<file path="config.mk">
export PLATFORM = sky130hd
export DESIGN_NAME = ins_fetch_sequencer
export DESIGN_NICKNAME = d
export VERILOG_FILES = /design/src/rtl/ins_fetch_sequencer.sv
export SDC_FILE = /design/constraint.sdc
export NUM_CORES = 1
export LEC_CHECK = 0
export ABC_AREA = 1
export CAP_MARGIN = 0
export CORE_ASPECT_RATIO = 1.4
export CORE_UTILIZATION = 41
export DETAILED_ROUTE_END_ITERATION = 10
export GPL_TIMING_DRIVEN = 0
export MAX_ROUTING_LAYER = met4
export PLACE_DENSITY = 0.72
export SLEW_MARGIN = 20
export SYNTH_ARGS = -nofsm -noshare
export SYNTH_HDL_FRONTEND = slang
export SYNTH_SLANG_ARGS = --single-unit
</file>
<file path="constraint.sdc">
create_clock -name clk -period 1.3 [get_ports clk]
set_input_delay 0.325 -clock clk [delete_from_list [all_inputs] [get_ports clk]]
set_output_delay 0.325 -clock clk [all_outputs]
set_load 0.03 [all_outputs]
</file>
<file path="src/rtl/ins_fetch_sequencer.sv">
// ins_fetch_sequencer
//   Fetch/issue sequencer placed between the UART-loaded instruction memory
//   and control_unit. A program counter walks instruction memory. Each 16-bit
//   word is split into opcode/operand1/operand2 and handed to control_unit
//   with a one-cycle en pulse. The instruction is then held for EXEC_CYC
//   cycles, after which the sequencer advances, jumps or halts.
//
// Parameters
//   PC_W      program counter / imem address width
//   EXEC_CYC  cycles spent in EXEC after issue (>= 1)
//   HALT_OP   opcode that stops the sequencer
//
// Ports
//   clk, rst_n            clock (rising edge), asynchronous active-low reset
//   start                 level: begin/resume from IDLE or HALT
//   halt_req              level: sampled in the last EXEC cycle only
//   imem_addr, imem_rd    instruction fetch request (one-cycle strobe)
//   imem_data, imem_valid fetch response {opcode[15:8], op1[7:4], op2[3:0]}
//   dp_busy               datapath not ready; blocks issue
//   jump_en, jump_addr    sampled in the last EXEC cycle: pc <= jump_addr
//   addr_ins, operand1,
//   operand2, en          registered instruction fields and issue pulse
//   pc, halted            program counter, high while in HALT
//   step                  (SINGLE_STEP_EN only) rising edge releases PAUSE
//
// Configuration
//   SINGLE_STEP_EN  when defined, adds the step input and a PAUSE state that
//                   is entered at the end of every instruction without halt_req.

module ins_fetch_sequencer #(
  parameter int          PC_W     = 8,
  parameter int          EXEC_CYC = 2,
  parameter logic [7:0]  HALT_OP  = 8'hFF
) (
  input  logic            clk,
  input  logic            rst_n,
`ifdef SINGLE_STEP_EN
  input  logic            step,
`endif
  input  logic            start,
  input  logic            halt_req,
  output logic [PC_W-1:0] imem_addr,
  output logic            imem_rd,
  input  logic [15:0]     imem_data,
  input  logic            imem_valid,
  input  logic            dp_busy,
  input  logic            jump_en,
  input  logic [PC_W-1:0] jump_addr,
  output logic [7:0]      addr_ins,
  output logic [3:0]      operand1,
  output logic [3:0]      operand2,
  output logic            en,
  output logic [PC_W-1:0] pc,
  output logic            halted
);

  typedef enum logic [2:0] {
    S_IDLE,
    S_FETCH,
    S_WAIT,
    S_ISSUE,
    S_EXEC,
    S_HALT
`ifdef SINGLE_STEP_EN
    , S_PAUSE
`endif
  } state_t;

  localparam int CNT_W = (EXEC_CYC > 1) ? $clog2(EXEC_CYC) : 1;

  state_t           state;
  logic [CNT_W-1:0] exec_cnt;
  logic             exec_last;
  logic [PC_W-1:0]  pc_next;

`ifdef SINGLE_STEP_EN
  logic             step_q;
`endif

  assign exec_last = (exec_cnt == CNT_W'(EXEC_CYC - 1));
  // Sequential increment wraps naturally at 2^PC_W.
  assign pc_next   = jump_en ? jump_addr : (pc + PC_W'(1));

  // imem_rd and imem_addr are set on entry to FETCH, so the strobe is high
  // for exactly the one cycle the FSM spends in FETCH. en is likewise set on
  // the ISSUE->EXEC transition and is therefore visible in the first EXEC cycle.
  always_ff @(posedge clk or negedge rst_n) begin
    if (!rst_n) begin
      state     <= S_IDLE;
      exec_cnt  <= '0;
      pc        <= '0;
      imem_addr <= '0;
      imem_rd   <= 1'b0;
      addr_ins  <= '0;
      operand1  <= '0;
      operand2  <= '0;
      en        <= 1'b0;
      halted    <= 1'b0;
`ifdef SINGLE_STEP_EN
      step_q    <= 1'b0;
`endif
    end else begin
      imem_rd <= 1'b0;
      en      <= 1'b0;
`ifdef SINGLE_STEP_EN
      step_q  <= step;
`endif
      case (state)
        S_IDLE: begin
          if (start) begin
            state     <= S_FETCH;
            imem_rd   <= 1'b1;
            imem_addr <= pc;
          end
        end

        S_FETCH: begin
          state <= S_WAIT;
        end

        S_WAIT: begin
          if (imem_valid) begin
            addr_ins <= imem_data[15:8];
            operand1 <= imem_data[7:4];
            operand2 <= imem_data[3:0];
            if (imem_data[15:8] == HALT_OP) begin
              state  <= S_HALT;
              halted <= 1'b1;
            end else begin
              state  <= S_ISSUE;
            end
          end
        end

        S_ISSUE: begin
          if (!dp_busy) begin
            en       <= 1'b1;
            exec_cnt <= '0;
            state    <= S_EXEC;
          end
        end

        S_EXEC: begin
          if (exec_last) begin
            // Jump and halt can coincide: the jump target is still loaded,
            // so a later resume starts there.
            pc <= pc_next;
            if (halt_req) begin
              state  <= S_HALT;
              halted <= 1'b1;
            end else begin
`ifdef SINGLE_STEP_EN
              state     <= S_PAUSE;
`else
              state     <= S_FETCH;
              imem_rd   <= 1'b1;
              imem_addr <= pc_next;
`endif
            end
          end else begin
            exec_cnt <= exec_cnt + CNT_W'(1);
          end
        end

        S_HALT: begin
          if (start) begin
            state     <= S_FETCH;
            halted    <= 1'b0;
            imem_rd   <= 1'b1;
            imem_addr <= pc;
          end
        end

`ifdef SINGLE_STEP_EN
        S_PAUSE: begin
          if (halt_req) begin
            state  <= S_HALT;
            halted <= 1'b1;
          end else if (step && !step_q) begin
            state     <= S_FETCH;
            imem_rd   <= 1'b1;
            imem_addr <= pc;
          end
        end
`endif

        default: begin
          state <= S_IDLE;
        end
      endcase
    end
  end

endmodule

</file>
**Yosys cells after proc, flatten, opt, wreduce, memory -nomap -nowiden**

Cells that the tools add are included.

- Logic and storage cells: 64
- Flip-flop bits (word level): 39
- Output and inout bits: 35

- Reduce and logical (&&, ||, !) cells: 11
- $add $sub $neg: 2
- Equality and inequality tests: 14
- Mux-type cells: 27

Operators with widths:

| operator | number |
|---|---|
| $mux 8 | 4 |
| $mux 3 | 6 |
| $pmux 8 s2 | 1 |
| $pmux 3 s5 | 1 |
| $ne 2x2->1 const B | 7 |
| $mux 1 | 12 |
| $add 8x1->8 const B | 1 |
| $eq 8x8->1 const B | 1 |
| $reduce_and 4->1 | 2 |
| $eq 3x2->1 const B | 2 |
| $eq 3x3->1 const B | 2 |
| $reduce_and 2->1 | 3 |
| $reduce_and 6->1 | 1 |
| $pmux 1 s2 | 2 |
| $reduce_bool 2->1 | 2 |
| $eq 3x1->1 const B | 1 |
| $logic_not 3->1 | 1 |
| $pmux 1 s3 | 1 |
| $reduce_bool 3->1 | 1 |
| $ne 2x1->1 const B | 1 |
| $reduce_or 2->1 | 1 |
| $add 1x1->1 const B | 1 |

**Longest topological paths before layout**

Gate-level depths: netlist of run 1.

- Word-level depth: 5
- Mapped depth: 9
- Depth with buffers taken out: 9

**Worst setup path before layout of run 1**

Ideal clock, no wire load.

- Path type: register -> register
- From: register pc[1]
- To: register pc[4]
- Path buffers: 0
- Data arrival time: 1.337 ns
- Cell stages (with the launch flop): 9
- Path slack: -0.163 ns
- Path through: dfrtp_1 -> ha_1 -> nand2_1 -> nor2_1 -> nand2_1 -> nand3_1 -> o21ai_0 -> nand2_1 -> o21ai_0

- Longest elaborated chain between the ends: 2

RTL lines:

| what | RTL line | source |
|---|---|---|
| start: declaration | 53 | `output logic [PC_W-1:0] pc,` |
| start signal: assignment | 147 | `pc <= pc_next;` |
| $add 8x1->8 | 82 | `assign pc_next = jump_en ? jump_addr : (pc + PC_W'(1));` |
| $mux 8 | 82 |  |

Every way passes these cells.
A chain may end at the register's enable or synchronous reset.

**Final worst setup path of run 1**

- From: register state[0]
- To: register imem_addr[3]

- Longest elaborated chain between the ends: 4
- Elaborated cells on any way between the ends: 10
- Those cells by class: eq/ne: 5; mux: 1; reduce/logical: 4

RTL lines:

| what | RTL line | source |
|---|---|---|
| start: declaration | 71 | `state_t state;` |
| start signal: assignment | 89 | `state <= S_IDLE;` |
| start signal: assignment | 111 | `state <= S_FETCH;` |
| start signal: assignment | 118 | `state <= S_WAIT;` |
| $eq 3x3->1 or $logic_not 3->1 (tied branches) | 108 | `case (state)` |
| $reduce_or 2->1 (no line) | -- |  |
| $ne 2x1->1 (no line) or $reduce_bool 2->1 (tied branches) | -- |  |
| $reduce_and 4->1 (no line) | -- |  |
| end signal: assignment | 113 | `imem_addr <= pc;` |
| end signal: assignment | 157 | `imem_addr <= pc_next;` |
| end signal: assignment | 170 | `imem_addr <= pc;` |
| end: declaration | 42 | `output logic [PC_W-1:0] imem_addr,` |

Parallel ways exist; a longest one is shown, timed or not.

==> results of run 1 <==
metal layers:
layer	track usage [%]	share of wire [%]	vias to the layer above
met3	5.03	7.4	25
met1	27.0	37	931
met2	43.5	51	110
met4	11.7	4.1	0
met5	-	0	-
li1	-	-	954
cell usage after synthesis (all sizes together):
cell	n	area share, %
nand2	76	15
dfrtp	39	48
nor2	29	6.2
o21ai	28	7.5
inv	19	3.5
mux2	16	11
nand3	15	4.0
buf	4	1.7
a21oi	2	0.49
clkinv	1	0.19
ha	1	0.62
nand3b	1	0.37
nand4	1	0.31
nor3	1	0.25
o211ai	1	0.37
o21bai	1	0.37
critical path, stage by stage (launching register included):
cell and delay [ns]:
dfrtp_2 0.44, buf_12 0.15, nor2_4 0.16, nand4_1 0.14, nand2_2 0.12, inv_4 0.07
buf_6 0.13, nand2_2 0.05, o21ai_2 0.05
registers in the layout (all words and copies together), names as in the netlist:
name / cells
addr_ins: 8
en: 1
exec_cnt: 1
halted: 1
imem_addr: 8
imem_rd: 1
operand1: 4
operand2: 4
pc: 8
state: 3
kinds of logic after synthesis:
| group | after synthesis |
|---|---|
| mux | 16 |
| compound gates | 32 |
| simple gates | 123 |
| flops | 39 |
| fa+ha+maj | 1 |
| buf+inv | 24 |
final cells by class:
class | instances | area (um^2)
Multi-Input combinational cell | 172 | 1040
Clock buffer | 5 | 68.8
Inverter | 20 | 85.1
Tap cell | 62 | 77.6
Timing Repair Buffer | 89 | 749
Sequential cell | 39 | 987
Clock inverter | 3 | 43.8
Fill cell | 421 | 1540
Buffer | 4 | 47.5
repair_timing:
item	CTS	global route
hold endpoints to repair	10	0
hold buffers	1	0
gates cloned	3	0
setup buffers	19	1
pin swaps	17	4
setup endpoints to repair	71	62
resized for setup	180	51
report_power, final:
part           internal (mW)  switching, mW  total, mW
Sequential              1.84          0.507       2.35
Clock                  0.571          0.443       1.01
Combinational           1.98           2.87       4.86
Total                   4.40           3.82       8.22
worst paths after layout:
| path | startpoint | to | cells after the start |
|---|---|---|---|
| max | state[0] | imem_addr[3] | 8 |
| min | rst_n | addr_ins[2] | 2 |
| max reg2reg | state[0] | imem_addr[3] | 8 |
| min reg2reg | halted | halted | 2 |
| max in group asynchronous | rst_n | pc[0] | 3 |
| min in group clk | halted | halted | 2 |
stage by stage:
stage | hold slack [ns] | power (mW) | cells | worst slack (ns)
2_1_floorplan | 0.0294 | 5.10 | 235 | -0.0708
6_report | 0.433 | 8.22 | 394 | -0.128
5_1_grt | 0.477 | 8.77 | 394 | -0.186
4_1_cts | 0.441 | 8.36 | 393 | -0.105
3_3_place_gp | 0.458 | 6.68 | 361 | -1.20
3_5_place_dp | 0.217 | 6.76 | 362 | -0.253
==> impl_metrics.py, run 1 <==
metrics = {
    "status": {
        "status": "finished with violations",
        "violated_checks": "setup timing",
    },
    "routing": {
        "final_antenna_net_count": 0,
        "detail_route.drc_violations": 0,
        "totalWireLength_um": 5980,
        "wire_per_inst_um": 15.2,
        "dr.pass1.iters": 4,
        "route.vias.total": 2020,
        "via_per_inst": 5.13,
        "drt_first_iter_violations": 61,
    },
    "cts": {
        "buffer_levels_on_the_longest_clock_path": 2,
        "clock_sink_count": 39,
        "tritoncts.num_buffers": 5,
        "clk_pin_slew_ns": 0.08,
        "cts_root_buffer": "clkbuf_8",
        "worst_skew_pair.late_latency_ns": 0.29,
        "htreeDepth": 2,
        "tritoncts": "done",
    },
    "cells_and_area": {
        "nNetsFinal": 363,
        "area_growth_syn_to_layout_pct": 53.3,
        "n_antenna_cell": 0,
        "drive_gt1_share_pct": 42.5,
        "layout.cells.most_common": "nand2_1",
        "finish.instance_area_um2": 3100,
        "post-route-util_pct": 66.8,
        "layout_common_cells": "nand2_1 (53), buf_2 (32), dfrtp_1 (30)",
    },
    "synthesis": {
        "syn_inst": 235,
        "synth_simple_gate_area_share_pct": 26.2,
        "xor_and_xnor_fraction_of_the_mapped_netlist_area_pct": 0,
        "synth_compound_area_share_pct": 8.72,
        "yosys_register_bits": 39,
        "synthesis.area_per_instance_um2": 8.61,
        "syn-cell-area_um2": 2020,
        "syn_nets": 267,
        "synthAdderAreaFrac_pct": 0.618,
        "number_of_distinct_standard_cells_referenced_by_the_synthesized_netlist": 26,
        "synth_top_family_by_area": "simple AND/OR/NAND/NOR gates",
        "synth.yosys.seq_area_share_pct": 48.2,
        "yosys_warnings": 0,
        "synth.mux.area_fraction_pct": 10.8,
    },
    "global_routing": {
        "grt_usage_pct": 25.3,
        "global_route_wire_length_before_repair_um": 9520,
        "first_global_vias": 2061,
        "grt.overflow.total": 0,
        "grt_start_max_net_pins": 30,
        "number_of_antenna_violations_at_the_first_check_in_global_routing": 0,
    },
    "pwr": {
        "total_leakage_power_nw": 1.51,
        "power_density_nw_per_um2": 2650,
        "vdd_ir_drop_max_mv": 1.43,
    },
    "floorplan": {
        "std_cell_rows": 29,
        "floorplan.die.height_um": 85.1,
        "initial_utilization_pct": 43.6,
        "boundaryPins": 66,
        "die_width_um": 61.4,
        "core_um2": 4640,
        "die_area_um2": 5220,
    },
    "critical_path": {
        "worst-setup-path-type": "reg2reg",
        "worstSetupStartpointType": "register",
        "ff2ff_setup_slack_ns": -0.13,
        "data_arrival_time_of_the_critical_path_ns": 1.60,
        "cp_capture_type": "register",
        "path_max_fanout": 7,
        "cp_data_required_time_ns": 1.48,
    },
    "timing": {
        "fin_setup_tns_ns": -3.23,
        "slew_headroom_pct": 79.9,
        "hold_viol_final": 0,
        "timing.clock.skew_ns": 0.00684,
        "worst-slew-pin-transition_ns": 0.299,
        "timing.fmax_mhz": 700,
        "setup_viol": 36,
        "maxSlewViolCount": 0,
        "rsz0062_at_grt": "yes",
        "final_ws_setup_ns": -0.128,
        "layout_worst_path_cycle_share_pct": 110,
        "final.min_clock_period_ns": 1.43,
    },
    "place": {
        "dp_hpwl_um": 3690,
        "placed_cell_area_um2": 2800,
        "io_buffer_count": 64,
        "gp_congestion": 0.951,
    },
    "worst_hold_path": {
        "hold_path_class": "in2async",
    },
    "flow_run": {
        "max_cap_violations": 0,
    },
}
(Power assumes the default switching activity.)
==> run 2, diff against run 1 <==
- MAX_ROUTING_LAYER: met4 -> unset
==> run 2 against run 1 <==
Net effect: the run still ends with setup timing left; clock power is essentially flat; critical path depth unchanged; via count grew 1.1%; die area is the same; largest cell class unchanged.
==> impl_metrics.py, run 2 (synthesis gave the netlist of run 1 again) <==
metrics = {
    "critical_path": {
        "cp.buffers_inverters": 3,
        "worstRegToRegCells": 8,
        "ff2ff_setup_slack_ns": -0.13,
        "cp_common_cell": "nand2_2",
        "worst_path_top_cell_family_by_delay": "simple AND/OR/NAND/NOR gates",
        "timing.critical_path.cells": "buf_12 > nor2_4 > nand4_1 > nand2_2 > inv_4 > buf_6 > nand2_2 > o21ai_2",
        "worstReg2RegStart": "state[0]",
        "path_max_fanout": 7,
        "worst-setup-path-type": "reg2reg",
        "slowest_delay_ns": 0.44,
        "cp_slowest_cell": "dfrtp_2",
        "data_arrival_time_of_the_critical_path_ns": 1.61,
        "cp_data_required_time_ns": 1.48,
        "cp_capture_type": "register",
        "worst_r2r_endpoint": "imem_addr[3]",
        "worstSetupStartpointType": "register",
    },
    "cts": {
        "htreeDepth": 2,
        "clk_pin_slew_ns": 0.08,
        "worst_skew_pair.late_latency_ns": 0.29,
        "cts_root_buffer": "clkbuf_8",
        "clock_sink_count": 39,
        "tritoncts": "done",
        "buffer_levels_on_the_longest_clock_path": 2,
        "tritoncts.num_buffers": 5,
    },
    "cells_and_area": {
        "layout.cells.most_common": "nand2_1",
        "layout.filler_cells": 421,
        "layout_common_cells": "nand2_1 (53), buf_2 (32), dfrtp_1 (30)",
        "footprint_of_the_flip_flops_and_latches_um2": 987,
        "nNetsFinal": 363,
        "finish.instance_area_um2": 3100,
        "multi_input_comb_area_um2": 1040,
        "area_growth_syn_to_layout_pct": 53.3,
        "final_cell_count_no_fill": 394,
        "drive_gt1_share_pct": 42.5,
        "reg.largest.list": "addr_ins: 8 flops, imem_addr: 8 flops, pc: 8 flops",
        "n_antenna_cell": 0,
    },
    "routing": {
        "detail_route.drc_violations": 0,
        "drt_first_iter_violations": 74,
        "totalWireLength_um": 6010,
        "route.vias.total": 2042,
        "wire_per_inst_um": 15.2,
        "dr.pass1.iters": 5,
        "final_antenna_net_count": 0,
        "via_per_inst": 5.18,
    },
    "timing": {
        "maxSlewViolCount": 0,
        "setup_viol": 36,
        "final.min_clock_period_ns": 1.43,
        "timing.clock.skew_ns": 0.00661,
        "rsz0062_at_grt": "yes",
        "layout_worst_path_cycle_share_pct": 110,
        "slew_headroom_pct": 79.7,
        "hold_viol_final": 0,
        "final_ws_setup_ns": -0.130,
        "finalHoldWorstSlack_ns": 0.433,
        "timing.fmax_mhz": 699,
        "worst-slew-pin-transition_ns": 0.302,
    },
    "place": {
        "placed_cell_area_um2": 2800,
        "dp_hpwl_um": 3690,
        "io_buffer_count": 64,
        "gp_congestion": 0.934,
        "cells_after_dpl": 362,
    },
    "floorplan": {
        "boundaryPins": 66,
        "initial_utilization_pct": 43.6,
        "die_area_um2": 5220,
        "std_cell_rows": 29,
        "core_um2": 4640,
        "die_width_um": 61.4,
        "floorplan.die.height_um": 85.1,
    },
    "pwr": {
        "total_leakage_power_nw": 1.51,
        "power_density_nw_per_um2": 2650,
        "vdd_ir_drop_max_mv": 1.43,
    },
    "global_routing": {
        "grt.overflow.total": 0,
        "global_route_wire_length_before_repair_um": 9540,
        "first_global_vias": 2064,
        "grt_start_max_net_pins": 30,
        "grt_usage_pct": 24.7,
        "number_of_antenna_violations_at_the_first_check_in_global_routing": 0,
    },
    "status": {
        "status": "finished with violations",
        "violated_checks": "setup timing",
    },
    "worst_hold_path": {
        "hold_path_class": "in2async",
    },
    "flow_run": {
        "max_cap_violations": 0,
    },
}
## run 2: cell type report
| cell class | count | share of cell area, % |
|---|---|---|
| tap | 62 | 2.50 |
| multi-input combinational | 172 | 33.6 |
| clock inverter | 3 | 1.41 |
| buffer | 4 | 1.53 |
| sequential | 39 | 31.8 |
| timing repair buffer | 89 | 24.2 |
| clock buffer | 5 | 2.22 |
| inverter | 20 | 2.74 |
## run 2: worst register-to-register path, stage by stage (launching register included)
cell and delay [ns]:
dfrtp_2 0.44, buf_12 0.15, nor2_4 0.16, nand4_1 0.14, nand2_2 0.12, inv_4 0.07, buf_6 0.13, nand2_2 0.05
o21ai_2 0.05
## run 2: worst max-delay path by stage
stage	startpoint	end	slack (ns)	cells past startpoint
2_1_floorplan	state[0]	addr_ins[6]	-0.07	6
3_3_place_gp	rst_n	pc[1]	-1.20	1
3_5_place_dp	imem_valid	state[0]	-0.25	7
4_1_cts	state[2]	imem_addr[4]	-0.11	9
5_1_grt	state[0]	halted	-0.19	9
6_report	state[0]	imem_addr[3]	-0.13	8
## run 2: layer usage
metal | routed length (um) | share of wire, % | global-route usage (%)
met1 | 2240 | 37 | 27.1
met2 | 3030 | 50 | 43.5
met3 | 479 | 8.0 | 5.34
met4 | 255 | 4.2 | 11.7
met5 | 0 | 0 | 0
## run 2: timing repair
| item | CTS | global route |
|---|---|---|
| endpoints found under the hold margin | 10 | 0 |
| pin swaps | 17 | 4 |
| cloned | 3 | 0 |
| resized for setup | 180 | 51 |
| setup buffers | 19 | 1 |
| endpoints found under the setup margin | 71 | 62 |
| hold buffers | 1 | 0 |
## run 2: where the power goes
group	switching, mW	total, mW	internal (mW)
Combinational	2.88	4.86	1.98
Sequential	0.513	2.35	1.84
Clock	0.445	1.02	0.571
Total	3.83	8.23	4.40
## run 2: stage by stage
stage / total power, mW / TNS (ns) / util, % / setup WS [ns]
after global routing: 8.78 / -5.55 / 66.8 / -0.194
after CTS: 8.36 / -2.64 / 69.3 / -0.105
after global placement: 6.68 / -49.73 / 59.9 / -1.20
after floorplan: 5.10 / -0.736 / - / -0.0708
final: 8.23 / -3.39 / 66.8 / -0.130
after detailed placement: 6.76 / -8.26 / 60.2 / -0.253
